### src/rtl/spi_omega_rx.sv
`timescale 1ns/1ps
// ---------------------------------------------------------------------------
// spi_omega_rx
// SPI mode-0 slave receiver for the omega tuning word. The async SPI pins are
// oversampled on CLK67MHZ. A new word is published only when a frame closes
// with exactly WORD_W bits. Any other length produces a frame_err pulse.
//
// Ports
//   CLK67MHZ    in   1       system clock (only clock domain)
//   resetPort   in   1       synchronous active-high reset
//   sckPort     in   1       SPI clock, async, idle low, sampled on rise
//   mosiPort    in   1       SPI data, async, MSB first
//   sselPort    in   1       SPI select, async, active low
//   omega_out   out  WORD_W  last correctly sized word received
//   omega_valid out  1       one-cycle pulse when omega_out updates
//   frame_err   out  1       one-cycle pulse when a frame has the wrong length
// ---------------------------------------------------------------------------
module spi_omega_rx #(
  parameter int WORD_W      = 40,
  parameter int SYNC_STAGES = 2
) (
  input  logic              CLK67MHZ,
  input  logic              resetPort,
  input  logic              sckPort,
  input  logic              mosiPort,
  input  logic              sselPort,
  output logic [WORD_W-1:0] omega_out,
  output logic              omega_valid,
  output logic              frame_err
);

  localparam int CNT_W = $clog2(WORD_W + 2);
  localparam logic [CNT_W-1:0] CNT_FULL = CNT_W'(WORD_W);
  localparam logic [CNT_W-1:0] CNT_SAT  = CNT_W'(WORD_W + 1);

  typedef enum logic [1:0] {WAIT_IDLE, IDLE, SHIFT, COMMIT} state_t;

  logic [SYNC_STAGES-1:0] r_sck_sync;
  logic [SYNC_STAGES-1:0] r_mosi_sync;
  logic [SYNC_STAGES-1:0] r_ssel_sync;
  logic                   r_sck_d;
  logic                   r_ssel_d;
  logic                   r_mosi_d;
  logic                   r_sck_rise;
  logic                   r_ssel_rise;
  logic                   r_ssel_fall;

  logic                   w_sck_s;
  logic                   w_mosi_s;
  logic                   w_ssel_s;

  state_t                 r_state;
  logic [WORD_W-1:0]      r_shift;
  logic [CNT_W-1:0]       r_cnt;
  logic [WORD_W-1:0]      r_omega;
  logic                   r_valid;
  logic                   r_err;

  assign w_sck_s  = r_sck_sync[SYNC_STAGES-1];
  assign w_mosi_s = r_mosi_sync[SYNC_STAGES-1];
  assign w_ssel_s = r_ssel_sync[SYNC_STAGES-1];

  // Synchronisers, edge-detect delay flops and registered edge pulses.
  // The pulses are registered so the FSM decodes from flops only; r_mosi_d
  // is the synchronised mosi value captured alongside the sck edge, so data
  // and clock stay at the same sampling depth.
  always_ff @(posedge CLK67MHZ) begin
    if (resetPort) begin
      r_sck_sync  <= '0;
      r_mosi_sync <= '0;
      r_ssel_sync <= '0;
      r_sck_d     <= 1'b0;
      r_ssel_d    <= 1'b0;
      r_mosi_d    <= 1'b0;
      r_sck_rise  <= 1'b0;
      r_ssel_rise <= 1'b0;
      r_ssel_fall <= 1'b0;
    end else begin
      r_sck_sync  <= {r_sck_sync[SYNC_STAGES-2:0],  sckPort};
      r_mosi_sync <= {r_mosi_sync[SYNC_STAGES-2:0], mosiPort};
      r_ssel_sync <= {r_ssel_sync[SYNC_STAGES-2:0], sselPort};
      r_sck_d     <= w_sck_s;
      r_ssel_d    <= w_ssel_s;
      r_mosi_d    <= w_mosi_s;
      r_sck_rise  <= w_sck_s & ~r_sck_d;
      r_ssel_rise <= w_ssel_s & ~r_ssel_d;
      r_ssel_fall <= ~w_ssel_s & r_ssel_d;
    end
  end

  // Frame FSM with registered outputs.
  always_ff @(posedge CLK67MHZ) begin
    if (resetPort) begin
      r_state <= WAIT_IDLE;
      r_shift <= '0;
      r_cnt   <= '0;
      r_omega <= '0;
      r_valid <= 1'b0;
      r_err   <= 1'b0;
    end else begin
      r_valid <= 1'b0;
      r_err   <= 1'b0;
      case (r_state)
        // Wait for a deselected bus so a frame cut by reset is never accepted.
        WAIT_IDLE: begin
          if (w_ssel_s) begin
            r_state <= IDLE;
          end
        end
        IDLE: begin
          if (r_ssel_fall) begin
            r_shift <= '0;
            r_cnt   <= '0;
            r_state <= SHIFT;
          end
        end
        SHIFT: begin
          // Frame close wins over a coincident sck edge.
          if (r_ssel_rise) begin
            r_state <= COMMIT;
          end else if (r_sck_rise) begin
            r_shift <= {r_shift[WORD_W-2:0], r_mosi_d};
            // Saturate so very long frames cannot wrap back to WORD_W.
            if (r_cnt != CNT_SAT) begin
              r_cnt <= r_cnt + 1'b1;
            end
          end
        end
        COMMIT: begin
          if (r_cnt == CNT_FULL) begin
            r_omega <= r_shift;
            r_valid <= 1'b1;
          end else begin
            r_err   <= 1'b1;
          end
          r_state <= IDLE;
        end
        default: r_state <= WAIT_IDLE;
      endcase
    end
  end

  assign omega_out   = r_omega;
  assign omega_valid = r_valid;
  assign frame_err   = r_err;

endmodule

### config.mk
export PLATFORM = sky130hd
export DESIGN_NAME = spi_omega_rx
export DESIGN_NICKNAME = d
export VERILOG_FILES = /design/src/rtl/spi_omega_rx.sv
export SDC_FILE = /design/constraint.sdc
export NUM_CORES = 1
export LEC_CHECK = 0
export CORE_ASPECT_RATIO = 1.75
export CORE_MARGIN = 1.5
export CORE_UTILIZATION = 50
export CTS_CLUSTER_SIZE = 8
export DETAILED_ROUTE_END_ITERATION = 8
export DONT_BUFFER_PORTS = 1
export GPL_ROUTABILITY_DRIVEN = 0
export PLACE_DENSITY = 0.69
export SYNTH_ARGS = -nofsm -noshare
export SYNTH_HDL_FRONTEND = slang
export SYNTH_SLANG_ARGS = --single-unit
export TNS_END_PERCENT = 30
### constraint.sdc
create_clock -name CLK67MHZ -period 2.1 [get_ports CLK67MHZ]
set_input_delay 0.525 -clock CLK67MHZ [delete_from_list [all_inputs] [get_ports CLK67MHZ]]
set_output_delay 0.525 -clock CLK67MHZ [all_outputs]
set_load 0.01 [all_outputs]
==> results of run 1 <==
cell usage after synthesis, drive strengths merged, types with 2 or more instances:
master / n / area share [%]
clkbuf: 25 / 2.4
nand3: 45 / 6.2
dfxtp: 102 / 53
a221oi: 2 / 0.91
inv: 11 / 1.1
nor2: 6 / 0.59
o31ai: 2 / 0.39
nand2: 129 / 13
a31oi: 2 / 0.33
ha: 9 / 2.9
o41ai: 3 / 0.88
nand2b: 3 / 0.49
buf: 10 / 1.3
and3: 2 / 0.33
nor2b: 11 / 1.8
a21oi: 81 / 11
a311o: 3 / 0.78
metrics by stage:
step	hold WS [ps]	cell area, um^2	cells	power, mW	utilization (%)
3_3_place_gp	371	3920	522	2.82	52.1
2_1_floorplan	367	3840	460	2.58	-
6_report	243	4240	538	4.54	56.4
3_5_place_dp	380	3920	522	2.83	52.1
5_1_grt	233	4240	538	4.73	56.4
4_1_cts	238	4230	538	4.59	56.3
final cells by class:
class | count | area, um^2 | share of cell area (%)
clock buffers | 13 | 250 | 5.90
clock inverters | 3 | 67.6 | 1.59
inverters | 11 | 41.3 | 0.974
multi-input cells | 312 | 1640 | 38.6
flip-flops and latches | 102 | 2040 | 48.2
well taps | 88 | 110 | 2.60
repair buffers | 9 | 92.6 | 2.18
repair_timing:
action | 4_1_cts | 5_1_grt
gates resized for setup | 0 | 1
buffers inserted | 0 | 0
endpoints found under the setup margin | 0 | 1
hold buffers | 0 | 0
where the power goes:
group / internal, mW / switching [mW] / leakage [nW]
clock: 1.08 / 0.676 / 0.150
sequential: 1.96 / 0.0282 / 0.823
combinational: 0.257 / 0.546 / 0.400
total: 3.29 / 1.25 / 1.37
kinds of logic (layout without fill, tap and decap cells):
group,after synthesis,count (layout)
adders and majority gates,9,9
and+or+nand+nor,202,202
AOI/OAI and AO/OA,100,100
muxes,1,1
DFF,102,102
buffers and inverters,46,36
flip-flops by register name, indices dropped and copies added, names as in the netlist:
signal and flops:
frame_err 1, omega_out 40, omega_valid 1, r_sck_sync 2
r_cnt 6, r_ssel_rise 1, r_mosi_sync 2, r_ssel_d 1
r_mosi_d 1, r_ssel_fall 1, r_ssel_sync 2, r_sck_d 1
r_state 2, r_sck_rise 1, r_shift 40
layer usage:
metal	GRT usage [%]	share of wire, %	routed length, um
met1	20.9	43	3160
met2	32.8	51	3760
met3	5.50	3.9	287
met4	8.82	2.4	175
met5	0	0	0
final timing paths:
check | start | to | slack, ps | depth (start not counted)
worst max register to register | r_state[0] | r_cnt[3] | 170 | 6
worst min register to register | r_sck_d | r_sck_rise | 390 | 1
worst min-delay path | resetPort | r_sck_sync[1] | 240 | 1
worst max-delay path | r_state[0] | r_cnt[3] | 170 | 6
==> results.sh, run 1 <==
export IMPL_critPathMaxFanout=8
export IMPL_die_area_um2=8230
export IMPL_cp_arrival_ps=2180
export IMPL_critPathKind="flop to flop"
export IMPL_synth_seq_area_share_pct=53.2
export IMPL_synth_edf_count=0
export IMPL_drc=0
export IMPL_status="complete, no violations"
export IMPL_synth_simple_gate_area_share_pct=23.3
export IMPL_core_um2=7510
export IMPL_grt_overflow_total=0
export IMPL_synth_top_family_by_area="simple AND/OR/NAND/NOR gates"
export IMPL_cts_tree="yes"
export IMPL_cap_violations=0
export IMPL_hold_path_class="input port to flop"
export IMPL_drv_slew=0
export IMPL_port_buffers=0
export IMPL_die_x_um=69.2
export IMPL_crit_path_top_delay_cell="a221oi_4"
export IMPL_skew_ps=6.05
export IMPL_grt_setup_unrepaired="false"
export IMPL_wl_per_cell_um=13.7
export IMPL_ys_ff_latch=102
export IMPL_yosysUniqueCellTypes=36
export IMPL_io_pins=47
export IMPL_crit_family="compound AO/OA/AOI/OAI gates"
export IMPL_finalCritPeriodShare_pct=92.0
export IMPL_clk_latency_ps=340
export IMPL_synth_xor_area_share_pct=0
export IMPL_period_minus_slack_ps=1930
export IMPL_leakagePower_nw=1.37
export IMPL_cp_required_ps=2340
export IMPL_synth_mux_area_share_pct=0.261
export IMPL_syn_nets=474
export IMPL_routed_via_density=5.50
export IMPL_hold_viol=0
export IMPL_worstPathCellList="inv_1 -> ha_2 -> and2_1 -> a221oi_4 -> nand3_4 -> o41ai_2"
export IMPL_syn_area_um2=3840
export IMPL_crit_path_end_kind="flop"
export IMPL_grt_pass1_vias=2861
export IMPL_antenna_found_initial=0
export IMPL_grt_max_degree=106
export IMPL_wl_mm=7.38
export IMPL_synth_compound_area_share_pct=15.4
export IMPL_ant_nets=0
export IMPL_path_buf_inv=1
export IMPL_worst_pin_slew_ps=498
export IMPL_htreeDepth=3
export IMPL_slew_headroom_pct=66.8
export IMPL_die_y_um=119
export IMPL_setup_viol=0
export IMPL_antenna_cells=0
export IMPL_areaGrowthSynthToFinish_pct=10.5
export IMPL_netlist_instances=460
export IMPL_initial_core_util_pct=51.0
export IMPL_synth_ff_type="dfxtp_1"
export IMPL_ys_async_sr_fraction_pct=0
export IMPL_layout_commonest_cell="nand2_1"
export IMPL_cts_clk_slew_worst_paths_ps=60
export IMPL_final_setup_tns_ps=0
export IMPL_hpwl_mm=4.54
export IMPL_fillers=703
export IMPL_cts_buffers=9
export IMPL_syn_mean_instance_area_um2=8.34
export IMPL_firstDrtPassIters=4
export IMPL_final_cell_mix="nand2_1, dfxtp_1, a21oi_1"
export IMPL_cts_buffer_depth=2
export IMPL_yosys_warnings=0
export IMPL_nets=459
export IMPL_dr_first_iter_drc_count=240
export IMPL_slowest_delay_ps=430
export IMPL_dpl_worst_slack_ps=209
export IMPL_grtUsageTotal_pct=18.9
export IMPL_cts_root_buf="clkbuf_16"
export IMPL_critPathLaunchType="flop"
export IMPL_via_count=2960
export IMPL_setup_slack_ps=168
export IMPL_drive_gt1_share_pct=6.67
export IMPL_rows=42
export IMPL_powerDensity_nw_per_um2=1070
export IMPL_cts_sinks=102
export IMPL_fmax_mhz=518
export IMPL_grt_first_pass_wirelength_mm=12.7
export IMPL_synth_fa_ha_area_share_pct=2.94
export IMPL_ir_drop_v=0.000570
Power figures use the tool's default switching activity.
==> run 2, diff against run 1 <==
--- a/config.mk
+++ b/config.mk
@@ -5,14 +5,16 @@
 export SDC_FILE = /design/constraint.sdc
 export NUM_CORES = 1
 export LEC_CHECK = 0
+export CELL_PAD_IN_SITES_DETAIL_PLACEMENT = 0
+export CELL_PAD_IN_SITES_GLOBAL_PLACEMENT = 1
 export CORE_ASPECT_RATIO = 1.75
 export CORE_MARGIN = 1.5
-export CORE_UTILIZATION = 50
+export CORE_UTILIZATION = 46
 export CTS_CLUSTER_SIZE = 8
 export DETAILED_ROUTE_END_ITERATION = 8
 export DONT_BUFFER_PORTS = 1
 export GPL_ROUTABILITY_DRIVEN = 0
-export PLACE_DENSITY = 0.69
+export PLACE_DENSITY = 0.81
 export SYNTH_ARGS = -nofsm -noshare
 export SYNTH_HDL_FRONTEND = slang
 export SYNTH_SLANG_ARGS = --single-unit
==> results.sh, run 2 (synthesis gave the netlist of run 1 again) <==
export IMPL_grt_overflow_total=0
export IMPL_drc=0
export IMPL_intPower_mw=3.33
export IMPL_slew_headroom_pct=56.7
export IMPL_p_seq_share_pct=42.5
export IMPL_clk_latency_ps=340
export IMPL_period_minus_slack_ps=1950
export IMPL_finalCritPeriodShare_pct=92.7
export IMPL_hold_path_class="input port to flop"
export IMPL_slowest_delay_ps=410
export IMPL_hold_viol=0
export IMPL_fmax_mhz=514
export IMPL_routed_via_density=5.55
export IMPL_cts_sinks=102
export IMPL_drv_slew=0
export IMPL_crit_path_end_kind="flop"
export IMPL_rows=43
export IMPL_leakagePower_nw=1.39
export IMPL_nets=459
export IMPL_placed_cells=521
export IMPL_skew_ps=6.41
export IMPL_critPathLaunchType="flop"
export IMPL_cts_clk_slew_worst_paths_ps=70
export IMPL_critPathMaxFanout=40
export IMPL_crit_family="buffers and inverters"
export IMPL_cts_buffer_depth=2
export IMPL_io_pins=47
export IMPL_firstDrtPassIters=5
export IMPL_layout_commonest_cell="nand2_1"
export IMPL_worstPathCellList="inv_1 -> ha_2 -> buf_4 -> nand2b_2 -> o2111a_1 -> buf_12 -> nand3_1 -> a21oi_1"
export IMPL_worst_pin_slew_ps=649
export IMPL_crit_path_top_delay_cell="dfxtp_1"
export IMPL_powerDensity_nw_per_um2=1090
export IMPL_path_buf_inv=3
export IMPL_p_clk_share_pct=39.3
export IMPL_die_area_um2=8920
export IMPL_wl_mm=7.86
export IMPL_setup_viol=0
export IMPL_ant_nets=0
export IMPL_grt_first_pass_wirelength_mm=12.7
export IMPL_htreeDepth=3
export IMPL_ir_drop_v=0.000721
export IMPL_port_buffers=0
export IMPL_drive_gt1_share_pct=7.56
export IMPL_critPathKind="flop to flop"
export IMPL_areaGrowthSynthToFinish_pct=11.8
export IMPL_wl_per_cell_um=14.6
export IMPL_cp_arrival_ps=2210
export IMPL_final_cell_mix="nand2_1, dfxtp_1, a21oi_1"
export IMPL_power_switching_mw=1.33
export IMPL_grt_max_degree=106
export IMPL_dr_first_iter_drc_count=235
export IMPL_swShare_pct=28.6
export IMPL_die_y_um=124
export IMPL_cts_tree="yes"
export IMPL_grt_setup_unrepaired="false"
export IMPL_cp_required_ps=2370
export IMPL_initial_core_util_pct=47.9
export IMPL_status="complete, no violations"
export IMPL_cap_violations=0
export IMPL_final_setup_tns_ps=0
export IMPL_grtUsageTotal_pct=18.1
export IMPL_antenna_cells=0
export IMPL_grt_pass1_vias=2757
export IMPL_die_x_um=72.0
export IMPL_cts_root_buf="clkbuf_16"
export IMPL_core_um2=8020
export IMPL_via_count=2998
export IMPL_antenna_found_initial=0
export IMPL_cts_buffers=9
export IMPL_stdcell_count=540
export IMPL_combPwrFrac_pct=18.2
export IMPL_hpwl_mm=4.54
-- run 2: cell count changes in the layout (fill, tap and decap cells not counted), sizes merged --
| cell | previous run | this run |
|---|---|---|
| buf | 9 | 8 |
| clkinvlp | 1 | 0 |
| inv | 11 | 12 |
| clkbuf | 13 | 12 |
| o2111ai | 1 | 2 |
| clkinv | 0 | 1 |
-- run 2: layout make-up --
class	count	area (um^2)
tap	90	113
fill	761	3730
multi-input combinational	313	1660
clock buffer	12	256
inverter	11	41.3
timing repair buffer	8	97.6
clock inverter	4	77.6
sequential	102	2040
-- run 2: stage by stage --
stage / hold slack, ps / total power [mW] / util (%) / worst slack, ps / cell area [um^2]
after global routing: 231 / 4.85 / 53.5 / 28.9 / 4290
after floorplan: 367 / 2.58 / - / 298 / 3840
final: 242 / 4.67 / 53.5 / 153 / 4290
after CTS: 230 / 4.60 / 52.9 / 1.97 / 4240
after global placement: 373 / 2.76 / 48.7 / 83.9 / 3910
after detailed placement: 388 / 2.77 / 48.7 / -10.8 / 3910
-- run 2: power by group through the flow --
stage / logic [mW] / registers, mW / clock network (mW)
detailed placement: 0.738 / 2.03 / 0
CTS: 0.744 / 1.99 / 1.87
floorplan: 0.558 / 2.02 / 0
global placement: 0.735 / 2.03 / 0
global route: 0.921 / 1.99 / 1.94
finish: 0.849 / 1.99 / 1.83
-- run 2: metal layers --
| layer | wire, um | GRT usage, % |
|---|---|---|
| met3 | 201 | 3.96 |
| met1 | 3510 | 20.3 |
| met4 | 153 | 9.43 |
| met5 | 0 | 0 |
| met2 | 4000 | 31.8 |
-- run 2: worst reg2reg max path: stages, from the launching register on --
cell	delay (ps)
dfxtp_1	410
inv_1	110
ha_2	250
buf_4	200
nand2b_2	150
o2111a_1	250
buf_12	210
nand3_1	110
a21oi_1	180
-- run 2: path summary, 6_finish.rpt --
check / from / endpoint / slack (ps) / cells after the start
max: r_state[0] / r_shift[22] / 150 / 8
min: resetPort / r_mosi_d / 240 / 1
max reg2reg: r_state[0] / r_shift[22] / 150 / 8
min reg2reg: r_sck_d / r_sck_rise / 390 / 1
-- run 2: repair_timing --
action	in CTS	in global routing
endpoints found under the hold margin	0	0
pin swaps	3	1
hold buffers	0	0
cloned	0	1
endpoints found under the setup margin	11	44
buffers inserted	0	2
gates resized for setup	0	5
